--- src/rtl/cache_pkg.sv ---
// Shared cache request definitions: operation codes, dispatch FSM states
// and default dispatch sizing used by the queue and the dispatcher.
package cache_pkg;

    localparam logic [2:0] OP_NOP   = 3'd0;
    localparam logic [2:0] OP_LOAD  = 3'd1;
    localparam logic [2:0] OP_STORE = 3'd2;
    localparam logic [2:0] OP_AMO   = 3'd3;
    localparam logic [2:0] OP_PREF  = 3'd4;
    localparam logic [2:0] OP_FLUSH = 3'd7;

    localparam int DEF_MAX_OUT = 4;
    localparam int DEF_TAG_W   = 2;

    typedef enum logic [1:0] {
        IDLE,
        SEND,
        DRAIN,
        FLUSH_WAIT
    } dispatch_state_t;

    typedef struct packed {
        logic [31:0] addr;
        logic [2:0]  op;
        logic        flush;
        logic [1:0]  src;
        logic [1:0]  dest;
    } cache_req_t;

endpackage

--- src/rtl/out_tracker.sv ---
// In-flight request bookkeeping: outstanding count, rolling issue tag
// and a sticky flag for responses arriving with nothing in flight.
module out_tracker #(
    parameter int MAX_OUT = 4,
    parameter int TAG_W   = 2,
    parameter int CNT_W   = $clog2(MAX_OUT + 1)
) (
    input  logic             clk,
    input  logic             rst,
    input  logic             issue,
    input  logic             rsp,
    output logic [CNT_W-1:0] outstanding,
    output logic [TAG_W-1:0] tag_ctr,
    output logic             err_underflow
);

    always_ff @(posedge clk) begin
        if (rst) begin
            outstanding   <= '0;
            tag_ctr       <= '0;
            err_underflow <= 1'b0;
        end else begin
            if (issue) begin
                tag_ctr <= tag_ctr + TAG_W'(1);
            end
            // issue and response in the same cycle cancel out
            if (issue && !rsp) begin
                outstanding <= outstanding + CNT_W'(1);
            end else if (!issue && rsp) begin
                if (outstanding == '0) begin
                    err_underflow <= 1'b1;
                end else begin
                    outstanding <= outstanding - CNT_W'(1);
                end
            end
        end
    end

endmodule

--- src/rtl/cache_req_dispatch.sv ---
// Pops the cache request queue and issues tagged requests with a credit limit.
// Optional DISPATCH_STATS_EN adds saturating issue/stall counters.
module cache_req_dispatch
    import cache_pkg::*;
#(
    parameter int MAX_OUT = DEF_MAX_OUT,
    parameter int TAG_W   = DEF_TAG_W,
    localparam int CNT_W  = $clog2(MAX_OUT + 1)
) (
    input  logic             clk,
    input  logic             rst,
    input  logic             q_valid,
    input  logic [31:0]      q_addr,
    input  logic [2:0]       q_op,
    input  logic             q_is_flush,
    input  logic [1:0]       q_src,
    input  logic [1:0]       q_dest,
    output logic             q_dealloc,
    output logic             req_valid,
    input  logic             req_ready,
    output logic [31:0]      req_addr,
    output logic [2:0]       req_op,
    output logic             req_flush,
    output logic [1:0]       req_src,
    output logic [1:0]       req_dest,
    output logic [TAG_W-1:0] req_tag,
    input  logic             rsp_valid,
    input  logic [TAG_W-1:0] rsp_tag,
    output logic [CNT_W-1:0] outstanding,
    output logic             busy,
`ifdef DISPATCH_STATS_EN
    output logic [31:0]      stat_issued,
    output logic [31:0]      stat_stall,
`endif
    output logic             err_underflow
);

    localparam logic [CNT_W-1:0] MAX_CNT = CNT_W'(MAX_OUT);

    dispatch_state_t  state;
    dispatch_state_t  state_nxt;
    cache_req_t       stage;
    cache_req_t       head;
    logic             flush_pending;
    logic [TAG_W-1:0] flush_tag;
    logic [TAG_W-1:0] tag_ctr;
    logic             issue;
    logic             flush_done;

    assign head = '{
        addr:  q_addr,
        op:    q_op,
        flush: q_is_flush,
        src:   q_src,
        dest:  q_dest
    };

    assign issue      = req_valid && req_ready;
    assign flush_done = (state == FLUSH_WAIT) && rsp_valid
                        && (rsp_tag == flush_tag);

    always_comb begin
        state_nxt = state;
        q_dealloc = 1'b0;
        req_valid = 1'b0;
        unique case (state)
            IDLE: begin
                if (q_valid && q_is_flush) begin
                    state_nxt = DRAIN;
                end else if (q_valid && (outstanding < MAX_CNT)) begin
                    q_dealloc = 1'b1;
                    state_nxt = SEND;
                end
            end
            DRAIN: begin
                if (q_valid && (outstanding == '0)) begin
                    q_dealloc = 1'b1;
                    state_nxt = SEND;
                end
            end
            SEND: begin
                req_valid = 1'b1;
                if (req_ready) begin
                    state_nxt = flush_pending ? FLUSH_WAIT : IDLE;
                end
            end
            FLUSH_WAIT: begin
                if (flush_done) begin
                    state_nxt = IDLE;
                end
            end
            default: state_nxt = IDLE;
        endcase
    end

    always_ff @(posedge clk) begin
        if (rst) begin
            state         <= IDLE;
            stage         <= '0;
            flush_pending <= 1'b0;
            flush_tag     <= '0;
        end else begin
            state <= state_nxt;
            if (q_dealloc) begin
                stage <= head;
            end
            if (q_dealloc && (state == DRAIN)) begin
                flush_pending <= 1'b1;
            end else if (flush_done) begin
                flush_pending <= 1'b0;
            end
            // the flush is the only request in flight, so its tag is fixed
            if (issue && flush_pending) begin
                flush_tag <= tag_ctr;
            end
        end
    end

    out_tracker #(
        .MAX_OUT (MAX_OUT),
        .TAG_W   (TAG_W),
        .CNT_W   (CNT_W)
    ) u_out_tracker (
        .clk           (clk),
        .rst           (rst),
        .issue         (issue),
        .rsp           (rsp_valid),
        .outstanding   (outstanding),
        .tag_ctr       (tag_ctr),
        .err_underflow (err_underflow)
    );

    assign req_addr  = stage.addr;
    assign req_op    = stage.op;
    assign req_flush = stage.flush;
    assign req_src   = stage.src;
    assign req_dest  = stage.dest;
    assign req_tag   = tag_ctr;
    assign busy      = (state != IDLE) || (outstanding != '0);

`ifdef DISPATCH_STATS_EN
    always_ff @(posedge clk) begin
        if (rst) begin
            stat_issued <= '0;
            stat_stall  <= '0;
        end else begin
            if (issue && (stat_issued != '1)) begin
                stat_issued <= stat_issued + 32'd1;
            end
            if (q_valid && !q_dealloc && (stat_stall != '1)) begin
                stat_stall <= stat_stall + 32'd1;
            end
        end
    end
`endif

endmodule
--- config.mk ---
export PLATFORM = sky130hd
export DESIGN_NAME = cache_req_dispatch
export DESIGN_NICKNAME = d
export VERILOG_FILES = /design/src/rtl/cache_pkg.sv /design/src/rtl/out_tracker.sv /design/src/rtl/cache_req_dispatch.sv
export SDC_FILE = /design/constraint.sdc
export NUM_CORES = 1
export LEC_CHECK = 0
export ABC_AREA = 0
export CAP_MARGIN = 10
export CORE_UTILIZATION = 30
export CTS_CLUSTER_SIZE = 10
export DETAILED_ROUTE_END_ITERATION = 8
export PLACE_DENSITY = 0.7
export SYNTH_ARGS = -nofsm -noshare
export SYNTH_HDL_FRONTEND = slang
export SYNTH_SLANG_ARGS = --single-unit
--- constraint.sdc ---
create_clock -name clk -period 6.2 [get_ports clk]
set_clock_uncertainty 0.2 [all_clocks]
set_input_delay 0.62 -clock clk [delete_from_list [all_inputs] [get_ports clk]]
set_output_delay 0.62 -clock clk [all_outputs]
set_load 0.05 [all_outputs]
==> summary.txt <==
Status
  • Status: finished, violations left
  • Failing checks: DRC

Clock tree
  • Clock latency on the worst-skew pair: 0.29 ns
  • Clk buf depth: 2
  • CTS resizes: 0
  • Root Driver: clkbuf_8
  • Clk sink count: 51
  • Clk slew on worst S/H paths: 0.08 ns
  • CTS tree: built
  • Hold_buf cts: 0
  • Setup Buffers After CTS: 0
  • Cts bufs inserted: 5
  • CTS H-tree depth: 2

Critical path
  • CP Class: in -> out
  • Worst reg-to-reg path cell count: 7
  • Setup crit start kind: input pin
  • Reg-to-Reg Start: state[1]
  • Most numerous cell on the critical path: clkdlybuf4s50_1
  • Slowest CP cell: clkdlybuf4s50_1
  • Worst Setup End Kind: primary output
  • WP data arrival: 2.82 ns
  • CP peak stage delay: 0.93 ns
  • Worst EP required: 5.38 ns
  • Worst-path cell chain: clkdlybuf4s50_1, nand4_2, inv_2, clkdlybuf4s50_1
  • Reg2reg setup slack: 3.46 ns
  • R2r endpoint: u_out_tracker.outstanding[2]
  • Critical path fanouts, max: 41

Die
  • Die height: 84.6 um
  • Die area: 7160 sq um
  • Core box area: 6460 sq um
  • I/O Pins: 96
  • Initial Utilization: 31.7%
  • DIE WIDTH: 84.6 um
  • Row Count: 29

Yosys
  • Syn. warnings: 0
  • Share of the synthesized area in the top cell type: 49.8%
  • Cell with the most instances after synthesis: nand2_1
  • Yosys reg bits: 51
  • Post-synth cell types: 39
  • Synth async-reset ratio: 0%
  • Largest cells by area after synthesis: dfxtp_1, nand2_1, a21oi_1
  • Most instantiated cells after synthesis: nand2_1, dfxtp_1, a21oi_1
  • Register area share after synthesis: 49.8%
  • Syn Inst Count: 259
  • EDFF count, synth: 0
  • Cell area after synthesis: 2050 sq um
  • Cell taking the most area after synthesis: dfxtp_1
  • Syn Area/Cell: 7.91 sq um
  • Top_reg_cell synth: dfxtp_1
  • Synthesized Nets: 309

Drt
  • Via Count: 1,971
  • DRT iter0 DRCs: 90
  • Post-DRT Antenna Nets: 0
  • DRC violations left: 8
  • Wire length per cell: 12.0 um
  • Post-DR vias/cell: 4.66
  • Total Routed Length: 5070 um
  • TritonRoute pass-1 iters: 6

STA
  • Slew Viols, Final: 0
  • TNS Setup: 0 ns
  • Final period utilization: 58.7%
  • Maximum clock frequency: 0.275 GHz
  • Fin. Hold Viols: 0
  • Minimum clock period: 3.64 ns
  • Final setup fails: 0
  • Worst slew pin tran: 0.972 ns
  • RSZ-0062 raised after global routing: no
  • Max_slew headroom: 35.2%

Layout
  • Net count, final: 395
  • Area Growth Syn to Fin: 51.9%
  • Fraction of layout cells with a size suffix above 1: 3.76%
  • Final instance area: 3110 sq um
  • Post-route core utilization: 48.2%
  • N_diodes: 0

Placement
  • GPL Wtd Cong: 0.813
  • Area post-placement: 3010 sq um
  • Quantity of I/O buffers inserted on ports: 95
  • Hpwl dp: 3460 um

Power and ir drop
  • Pwr Density: 250 nW/um^2
  • P_leak: 1.10 nW
  • Max IR drop VDD: 0.136 mV

Global routing
  • First-pass GRT wire length: 8620 um
  • Initial antenna violation count: 0
  • GRT Util Overall: 14.9%
  • Gr ovfl total: 0
  • Vias in the first global route: 1,908
  • Largest net degree at the start of global routing: 53

Min path
  • Worst hold path type: reg -> reg
  • Worst hold endpoint: req_addr[28]
  • Hold wc startpoint: req_addr[28]
  • Hold Path Stages: 2

Flow run
  • Total of max-cap violations: 0
[critical path, delay by kind of cell]
family / cells / cell delay (ns)
buf+inv: 3 / 2.04
simple gates: 1 / 0.13
[worst max path at each step]
stage                                               to  startpoint  cells past startpoint
after floorplan           u_out_tracker.outstanding[2]   req_ready                      8
after global placement                       q_dealloc     q_valid                      4
after detailed placement                     q_dealloc     q_valid                      4
after CTS                                    q_dealloc     q_valid                      4
after global routing                         q_dealloc  q_is_flush                      5
final                                        q_dealloc     q_valid                      4
[cells in the final DEF (no fill, tap or decap), types with 2 or more instances in the layout]
cell	synthesis	layout
nor3_1	4	4
a21oi_1	47	47
nand2b_1	2	2
nand2_1	86	86
clkdlybuf4s50_1	0	94
nand3_1	4	4
inv_1	6	6
dfxtp_1	51	51
ha_1	2	2
xnor2_1	3	3
clkbuf_8	0	7
nor2_1	11	11
xor2_1	2	2
o21ai_1	2	2
[metal layers]
metal  vias up  global-route usage [%]  share of wire (%)
met1       880                    17.3                 46
met5         -                       0                  0
met3         6                    5.41                8.0
met4         0                    4.16                1.1
li1       1020                       -                  -
met2        65                    25.6                 45
[cell type report]
type | instances | area [sq um]
Timing Repair Buffer | 96 | 953
Sequential cell | 51 | 1020
Multi-Input combinational cell | 184 | 915
Tap cell | 77 | 96.3
Inverter | 7 | 26.3
Clock buffer | 8 | 100
Fill cell | 639 | 3350
[power breakdown]
| group | switching, mW | internal [mW] | leakage [nW] |
|---|---|---|---|
| Combinational | 0.131 | 0.0835 | 0.629 |
| Clock | 0.100 | 0.102 | 0.0515 |
| Sequential | 0.0144 | 0.347 | 0.416 |
| Total | 0.246 | 0.532 | 1.10 |
[metrics by stage]
step           power, mW  setup slack (ns)  std cells  hold slack, ns
6_report           0.778              2.56        423           0.256
5_1_grt            0.822              2.40        423           0.277
4_1_cts            0.794              2.53        423           0.259
3_5_place_dp       0.585              2.54        415           0.246
3_3_place_gp       0.584              2.55        415           0.241
2_1_floorplan      0.503              3.61        259           0.249
[flip-flops by register name (all words and copies together) (netlist names)]
register / cells
flush_pending: 1
flush_tag: 2
req_addr: 32
req_dest: 2
req_flush: 1
req_op: 3
req_src: 2
state: 2
u_out_tracker.err_underflow: 1
u_out_tracker.outstanding: 3
u_out_tracker.tag_ctr: 2
[cell families (layout without fill, tap and decap cells)]
kind of cell             count (synthesis)  in the layout  share of synthesized area (%)
XOR/XNOR                                 5              5                           2.14
flip-flops                              51             51                           49.8
AND/OR/NAND/NOR                        118            118                           24.5
AO/OA/AOI/OAI                           58             58                           15.8
adder cells (fa/ha/maj)                  3              3                           2.20
buffers and inverters                   24            111                           5.50
Power figures use the tool's default switching activity.
